### config.mk
export PLATFORM = sky130hd
export DESIGN_NAME = writeback_stage_flat
export DESIGN_NICKNAME = d
export VERILOG_FILES = /design/src/rtl/writeback_stage_if.sv /design/src/rtl/writeback_stage.sv /design/src/flat_wrapper.sv
export SDC_FILE = /design/constraint.sdc
export NUM_CORES = 1
export LEC_CHECK = 0
export ABC_AREA = 1
export CAP_MARGIN = 20
export CORE_MARGIN = 3
export CORE_UTILIZATION = 38
export DETAILED_ROUTE_END_ITERATION = 10
export GPL_ROUTABILITY_DRIVEN = 0
export PLACE_DENSITY = 0.86
export SETUP_SLACK_MARGIN = 0.4
export SYNTH_ARGS = -nofsm -noshare
export SYNTH_HDL_FRONTEND = slang
export SYNTH_SLANG_ARGS = --single-unit
export TNS_END_PERCENT = 5
### constraint.sdc
create_clock -name clk -period 1.5 [get_ports clk]
set_clock_uncertainty 0.15 [all_clocks]
set_input_delay 0.3 -clock clk [delete_from_list [all_inputs] [get_ports clk]]
set_output_delay 0.3 -clock clk [all_outputs]
set_load 0.05 [all_outputs]
### src/rtl/writeback_stage_if.sv
// rtl/writeback_stage_if.sv - write-back stage signal bundle
interface writeback_stage_if #(
   parameter int WIDTH      = 32,
   parameter int REG_ADDR_W = 4
);
   logic                  stall;
   logic                  flush;
   logic                  in_valid;
   logic                  wd_selector;
   logic [WIDTH-1:0]      read_data;
   logic [WIDTH-1:0]      alu_result;
   logic [1:0]            load_size;
   logic                  load_signed;
   logic [1:0]            byte_offset;
   logic                  in_reg_write;
   logic [REG_ADDR_W-1:0] in_rd_addr;
   logic [WIDTH-1:0]      selected_data;
   logic                  misaligned;
   logic                  rf_we;
   logic [REG_ADDR_W-1:0] rf_waddr;
   logic [WIDTH-1:0]      rf_wdata;
   logic                  fwd_valid;
   logic [REG_ADDR_W-1:0] fwd_addr;
   logic [WIDTH-1:0]      fwd_data;
   logic [31:0]           retired_count;

   modport master (
      output stall, flush, in_valid, wd_selector, read_data, alu_result,
             load_size, load_signed, byte_offset, in_reg_write, in_rd_addr,
      input  selected_data, misaligned, rf_we, rf_waddr, rf_wdata,
             fwd_valid, fwd_addr, fwd_data, retired_count
   );

   modport slave (
      input  stall, flush, in_valid, wd_selector, read_data, alu_result,
             load_size, load_signed, byte_offset, in_reg_write, in_rd_addr,
      output selected_data, misaligned, rf_we, rf_waddr, rf_wdata,
             fwd_valid, fwd_addr, fwd_data, retired_count
   );
endinterface

### src/rtl/writeback_stage.sv
// rtl/writeback_stage.sv - pipeline write-back: load extraction, RF write port, forwarding, retire count
module writeback_stage #(
   parameter int WIDTH      = 32,
   parameter int REG_ADDR_W = 4
) (
   input logic               clk,
   input logic               rst,
   writeback_stage_if.slave  bus
);
   logic [7:0]            byte_lane;
   logic [15:0]           half_lane;
   logic [WIDTH-1:0]      sel_data;

   logic                  we_q;
   logic [REG_ADDR_W-1:0] waddr_q;
   logic [WIDTH-1:0]      wdata_q;
   logic [31:0]           count_q;

   always_comb begin
      byte_lane = bus.read_data[7:0];
      case (bus.byte_offset)
         2'd1:    byte_lane = bus.read_data[15:8];
         2'd2:    byte_lane = bus.read_data[23:16];
         2'd3:    byte_lane = bus.read_data[31:24];
         default: byte_lane = bus.read_data[7:0];
      endcase
      // Half loads ignore offset bit 0; a set bit 0 is only flagged as misaligned.
      half_lane = bus.byte_offset[1] ? bus.read_data[31:16] : bus.read_data[15:0];

      sel_data = bus.alu_result;
      if (bus.wd_selector) begin
         case (bus.load_size)
            2'b00:   sel_data = {{(WIDTH-8){bus.load_signed & byte_lane[7]}}, byte_lane};
            2'b01:   sel_data = {{(WIDTH-16){bus.load_signed & half_lane[15]}}, half_lane};
            default: sel_data = bus.read_data;
         endcase
      end
   end

   assign bus.selected_data = sel_data;
   assign bus.misaligned    = bus.wd_selector & (bus.load_size == 2'b01) & bus.byte_offset[0];

   always_ff @(posedge clk) begin
      if (!rst) begin
         we_q    <= 1'b0;
         waddr_q <= '0;
         wdata_q <= '0;
         count_q <= '0;
      end else if (bus.flush || bus.stall) begin
         we_q <= 1'b0;
      end else begin
         we_q    <= bus.in_valid & bus.in_reg_write;
         waddr_q <= bus.in_rd_addr;
         wdata_q <= sel_data;
         if (bus.in_valid)
            count_q <= count_q + 32'd1;
      end
   end

   assign bus.rf_we         = we_q;
   assign bus.rf_waddr      = waddr_q;
   assign bus.rf_wdata      = wdata_q;
   assign bus.fwd_valid     = we_q;
   assign bus.fwd_addr      = waddr_q;
   assign bus.fwd_data      = wdata_q;
   assign bus.retired_count = count_q;
endmodule

### src/flat_wrapper.sv
// flat-port wrapper written by rule: the top's interface ports become plain ports
module writeback_stage_flat 
#(
   parameter int WIDTH      = 32,
   parameter int REG_ADDR_W = 4
)
  (clk, rst, bus_stall, bus_flush, bus_in_valid, bus_wd_selector, bus_read_data, bus_alu_result, bus_load_size, bus_load_signed, bus_byte_offset, bus_in_reg_write, bus_in_rd_addr, bus_selected_data, bus_misaligned, bus_rf_we, bus_rf_waddr, bus_rf_wdata, bus_fwd_valid, bus_fwd_addr, bus_fwd_data, bus_retired_count);
  writeback_stage_if #(.WIDTH(WIDTH), .REG_ADDR_W(REG_ADDR_W)) bus_i ();
  input logic clk;
  input logic rst;
  input wire logic [$bits(bus_i.stall)-1:0] bus_stall;
  input wire logic [$bits(bus_i.flush)-1:0] bus_flush;
  input wire logic [$bits(bus_i.in_valid)-1:0] bus_in_valid;
  input wire logic [$bits(bus_i.wd_selector)-1:0] bus_wd_selector;
  input wire logic [$bits(bus_i.read_data)-1:0] bus_read_data;
  input wire logic [$bits(bus_i.alu_result)-1:0] bus_alu_result;
  input wire logic [$bits(bus_i.load_size)-1:0] bus_load_size;
  input wire logic [$bits(bus_i.load_signed)-1:0] bus_load_signed;
  input wire logic [$bits(bus_i.byte_offset)-1:0] bus_byte_offset;
  input wire logic [$bits(bus_i.in_reg_write)-1:0] bus_in_reg_write;
  input wire logic [$bits(bus_i.in_rd_addr)-1:0] bus_in_rd_addr;
  output wire logic [$bits(bus_i.selected_data)-1:0] bus_selected_data;
  output wire logic [$bits(bus_i.misaligned)-1:0] bus_misaligned;
  output wire logic [$bits(bus_i.rf_we)-1:0] bus_rf_we;
  output wire logic [$bits(bus_i.rf_waddr)-1:0] bus_rf_waddr;
  output wire logic [$bits(bus_i.rf_wdata)-1:0] bus_rf_wdata;
  output wire logic [$bits(bus_i.fwd_valid)-1:0] bus_fwd_valid;
  output wire logic [$bits(bus_i.fwd_addr)-1:0] bus_fwd_addr;
  output wire logic [$bits(bus_i.fwd_data)-1:0] bus_fwd_data;
  output wire logic [$bits(bus_i.retired_count)-1:0] bus_retired_count;
  assign bus_i.stall = bus_stall;
  assign bus_i.flush = bus_flush;
  assign bus_i.in_valid = bus_in_valid;
  assign bus_i.wd_selector = bus_wd_selector;
  assign bus_i.read_data = bus_read_data;
  assign bus_i.alu_result = bus_alu_result;
  assign bus_i.load_size = bus_load_size;
  assign bus_i.load_signed = bus_load_signed;
  assign bus_i.byte_offset = bus_byte_offset;
  assign bus_i.in_reg_write = bus_in_reg_write;
  assign bus_i.in_rd_addr = bus_in_rd_addr;
  assign bus_selected_data = bus_i.selected_data;
  assign bus_misaligned = bus_i.misaligned;
  assign bus_rf_we = bus_i.rf_we;
  assign bus_rf_waddr = bus_i.rf_waddr;
  assign bus_rf_wdata = bus_i.rf_wdata;
  assign bus_fwd_valid = bus_i.fwd_valid;
  assign bus_fwd_addr = bus_i.fwd_addr;
  assign bus_fwd_data = bus_i.fwd_data;
  assign bus_retired_count = bus_i.retired_count;
  writeback_stage #(.WIDTH(WIDTH), .REG_ADDR_W(REG_ADDR_W)) u_core (.clk(clk), .rst(rst), .bus(bus_i));
endmodule
; Yosys cells after proc, flatten, opt, wreduce, memory -nomap -nowiden
; Index checks and enable logic that the tools add are counted.
[op_classes]
addsub = 1
n_eq_ne = 4
mux = 4
bitwise = 7
n_reduce_logical = 4
[ops]
columns = operator, count
row1 = $pmux 32 s2, 1
row2 = $add 32x1->32 const B, 1
row3 = $mux 32, 1
row4 = $pmux 8 s3, 1
row5 = $mux 16, 1
row6 = $and 1x1->1, 5
row7 = $eq 2x1->1 const B, 2
row8 = $eq 2x2->1 const B, 2
row9 = $logic_not 2->1, 1
row10 = $not 1->1, 2
row11 = $reduce_and 2->1, 1
row12 = $reduce_or 2->1, 1
row13 = $logic_or 1x1->1, 1
[totals]
regBits = 69
output_inout_bits = 139
elab_cells = 24

; Depth between registers and ports, before layout
[depth]
ltp_word = 5
ltp_mapped = 9
mapped_depth_nobuf = 9

; Worst setup path after synthesis
; Ideal clock, no wire load.
[synth_path]
path_type = input to output
start = input port bus_wd_selector
end = output port bus_misaligned
t_arrival_ps = 2244
t_required_ps = 1050
setup_slack_ps = -1194
stages = 4
n_path_buf = 2
cell_sequence = clkbuf_1 > inv_1 > clkbuf_1 > nor4_1
[synth_between]
elab_chain_cells = 2
[synth_rtl]
columns = item, line_no
row1 = from (decl), flat_wrapper.sv:14  ; input wire logic [$bits(bus_i.wd_selector)-1:0] bus_wd_selector;
row2 = $and 1x1->1 (2 in series), writeback_stage.sv:41  ; assign bus.misaligned = bus.wd_selector & (bus.load_size == 2'b01) & bus.byte_offset[0];
row3 = to (decl), flat_wrapper.sv:23  ; output wire logic [$bits(bus_i.misaligned)-1:0] bus_misaligned;
; Every way passes these cells.

; Worst setup path in the final report
[layout_path]
start = input port bus_load_size[0]
end = output port bus_selected_data[0]
[layout_between]
elab_chain_cells = 3
word_cells_on_any_way = 4
[layout_rtl]
columns = item, line_no
row1 = from (decl), flat_wrapper.sv:17  ; input wire logic [$bits(bus_i.load_size)-1:0] bus_load_size;
row2 = $eq 2x1->1 or $logic_not 2->1 (tied branches), writeback_stage.sv:32  ; case (bus.load_size)
row3 = $pmux 32 s2 *, writeback_stage.sv:32
row4 = $mux 32 *, writeback_stage.sv:31  ; if (bus.wd_selector) begin
row5 = to (decl), flat_wrapper.sv:22  ; output wire logic [$bits(bus_i.selected_data)-1:0] bus_selected_data;
; Every way passes the cells marked *; elsewhere a longest branch is shown, timed or not.

==> flow_metrics.env <==
export IMPL_synth_ff_latch_count=69
export IMPL_finish_net_count=1086
export IMPL_grt_setup_unrepaired="yes"
export IMPL_tritoncts_clock_tree="built"
export IMPL_final_critical_path_required_period_ps=2155
export IMPL_design_area_final_sq_um=10310
export IMPL_grt_use_total=0.3735
export IMPL_dr_total_vias=6919
export IMPL_htree_num_levels=3
export IMPL_clock_sinks=69
export IMPL_critical_path_max_stage_delay_ps=220
export IMPL_ctsRootBufferMaster="clkbuf_16"
export IMPL_floorplan_rows=39
export IMPL_slew_at_the_pin_with_the_worst_max_slew_slack_ps=396.4
export IMPL_post_placement_cell_count=1113
export IMPL_detail_route_drc_violations=0
export IMPL_syn_to_final_growth_pct=127.1
export IMPL_worst_setup_path_start_kind="input port"
export IMPL_post_route_ant_nets=0
export IMPL_final_common_cell="nand2_1"
export IMPL_yosys_cell_types_count=32
export IMPL_timing_setup_critical_path_class="in2out"
export IMPL_rr_startpoint="u_core.bus.retired_count[22]"
export IMPL_synth_enable_flop_cells=0
export IMPL_vdd_ir_drop_worst_mv=0.5294
export IMPL_cts_buffers_inserted=9
export IMPL_finalNonFillerCells=1159
export IMPL_final_setup_viol_count=62
export IMPL_vias_in_the_first_global_route=6956
export IMPL_hpwlAfterDp_um=15890
export IMPL_yosysWarnings=0
export IMPL_final_min_period_over_clock_period=1.437
export IMPL_setup_ws_post_layout_ps=-655.2
export IMPL_worstHoldPathType="in2reg"
export IMPL_powerDensity_nw_per_um2=720.9
export IMPL_die_area_sq_um=13290
export IMPL_timing_critical_path_required_ps=1050
export IMPL_async_reset_ff_frac=0
export IMPL_cts_path_max_buffers=2
export IMPL_maxClockFrequency_mhz=464.0
export IMPL_placement_cell_area_sq_um=8703
export IMPL_worst_path_dominant_cell_family="buffers and inverters"
export IMPL_placeableCoreArea_sq_um=11560
export IMPL_design_portCount=219
export IMPL_die_h_um=115.3
export IMPL_hold_worst_slack_ps=276.5
export IMPL_ys_seq_area_frac=0.3044
export IMPL_buffer_ports_inserted=218
export IMPL_antenna_violations_before_repair=5
export IMPL_synth_cells=736
export IMPL_detail_route_wirelength_um=27030
export IMPL_synth_area_per_inst_sq_um=6.166
export IMPL_routed_wire_length_per_instance_um=23.32
export IMPL_grt_start_max_net_pins=39
export IMPL_hold_violations=0
export IMPL_failed_checks="setup timing"
export IMPL_arrival_worst_endpoint_ps=1710
export IMPL_hold_start="rst"
export IMPL_insertion_delay_ps=340
export IMPL_average_vias_per_placed_instance=5.970
export IMPL_worst_setup_hold_path_clk_slew_ps=60
export IMPL_post_place_ws_ps=-920.0
export IMPL_hold_buffers=0
export IMPL_drt_first_iter_violations=1055
export IMPL_max_slew_margin=0.7329
export IMPL_layout_drive_gt1_share=0.5525
export IMPL_drtPass1Iterations=6
export IMPL_syn_area_sq_um=4538
export IMPL_max_cap_violations=0
export IMPL_syn_nets=817
export IMPL_grt_overflow_total=0
export IMPL_cp_end_kind="output pin"
export IMPL_slew_viol_final=0
export IMPL_outcome="finished with violations"
export IMPL_critical_path_cell_chain="buf_2, inv_4, nand2_1, buf_4, o21ai_1, nand4_1, o21ai_2, inv_2, buf_12"
export IMPL_die_w_um=115.3
export IMPL_commonest_non_fill_non_tap_cells_in_the_layout="nand2_1 (164), buf_12 (130), buf_4 (72)"
export IMPL_grt_first_pass_wirelength_um=38150
export IMPL_cpMaxStageDelayCell="buf_4"
export IMPL_power_static_leakage_nw=4.189
export IMPL_initial_utilization=0.3924
export IMPL_critical_path_max_fanout=7
export IMPL_postSynth_topFlopCell="dfxtp_1"
export IMPL_critical_path_startpoint="bus_load_size[0]"
export IMPL_cp_buffers_inverters=5
==> worst reg2reg max path, cell delays in order, from the launching register on <==
cell and delay [ps]:
dfxtp_4 400, nand2_1 90, nor2_1 190, nand2_1 110
nor2_1 240, nand3_1 100, nand2_1 80, nand2_1 50
a21oi_1 110
==> synthesized netlist by cell type (8+ instances only) <==
| master | count | area share |
|---|---|---|
| clkbuf_1 | 24 | 0.020 |
| nor2_1 | 66 | 0.055 |
| o21ai_0 | 47 | 0.052 |
| nand4_1 | 8 | 0.011 |
| or2_2 | 23 | 0.032 |
| dfxtp_1 | 69 | 0.30 |
| inv_1 | 70 | 0.058 |
| nand3_1 | 48 | 0.053 |
| a21oi_1 | 85 | 0.094 |
| buf_4 | 37 | 0.061 |
| nand2_1 | 206 | 0.17 |
==> per-stage QoR <==
| step | power, mW | setup TNS, ps | utilization |
|---|---|---|---|
| 3_5_place_dp | 4.675 | -58320 | 0.7526 |
| 6_report | 7.430 | -18960 | 0.8912 |
| 5_1_grt | 7.615 | -21940 | 0.8909 |
| 2_1_floorplan | 3.354 | -6986 | - |
| 4_1_cts | 7.205 | -13760 | 0.8660 |
| 3_3_place_gp | 4.620 | -52220 | 0.7526 |
==> cells by family after synthesis <==
logic type                 Yosys count  synth area share
DFF                                 69            0.3044
adders and majority gates            1          0.002757
buffers and inverters              142            0.1503
xor gates and xnor gates             4          0.007719
AOI/OAI and AO/OA                  140            0.1561
and+or+nand+nor                    380            0.3788
==> flip-flops by register name, summed over array words and instances (netlist names) <==
signal	cells
u_core.bus.fwd_addr	4
u_core.bus.fwd_data	32
u_core.bus.fwd_valid	1
u_core.bus.retired_count	32
==> layer usage <==
metal  global-route usage  vias to the layer above  wire length (um)
met1               0.4041                     3184              8719
met2               0.6586                      635             13240
li1                     -                     2875                 -
met5                    0                        -                 0
met3              0.08263                      225              2533
met4               0.2324                        0              2536
==> repair_timing <==
action,in CTS,in global routing
pin swaps,41,27
endpoints found under the hold margin,0,0
cloned,7,0
buffers inserted,13,4
endpoints found under the setup margin,208,207
resized for setup,263,71
==> path summary, 6_finish.rpt <==
kind	end	slack [ps]	depth (start not counted)
worst max-delay path	bus_selected_data[0]	-660	9
worst min-delay path	u_core.bus.retired_count[5]	280	4
worst max register to register	u_core.bus.retired_count[26]	-100	8
worst min register to register	u_core.bus.retired_count[17]	390	1
==> final cells by class <==
| class | count | area [sq um] |
|---|---|---|
| Antenna cell | 6 | 15.01 |
| Clock buffer | 10 | 250.2 |
| Clock inverter | 6 | 65.06 |
| Fill cell | 457 | 1259 |
| Inverter | 74 | 376.6 |
| Multi-Input combinational cell | 526 | 3283 |
| Sequential cell | 69 | 1568 |
| Tap cell | 143 | 178.9 |
| Timing Repair Buffer | 325 | 4569 |
==> power breakdown <==
group	internal (mW)	switching (mW)	total [mW]
registers	1.86	0.145	2.00
clock network	1.40	0.925	2.32
logic	1.40	1.70	3.10
total	4.66	2.77	7.43
Note: power is estimated with default switching activity, not from simulation.
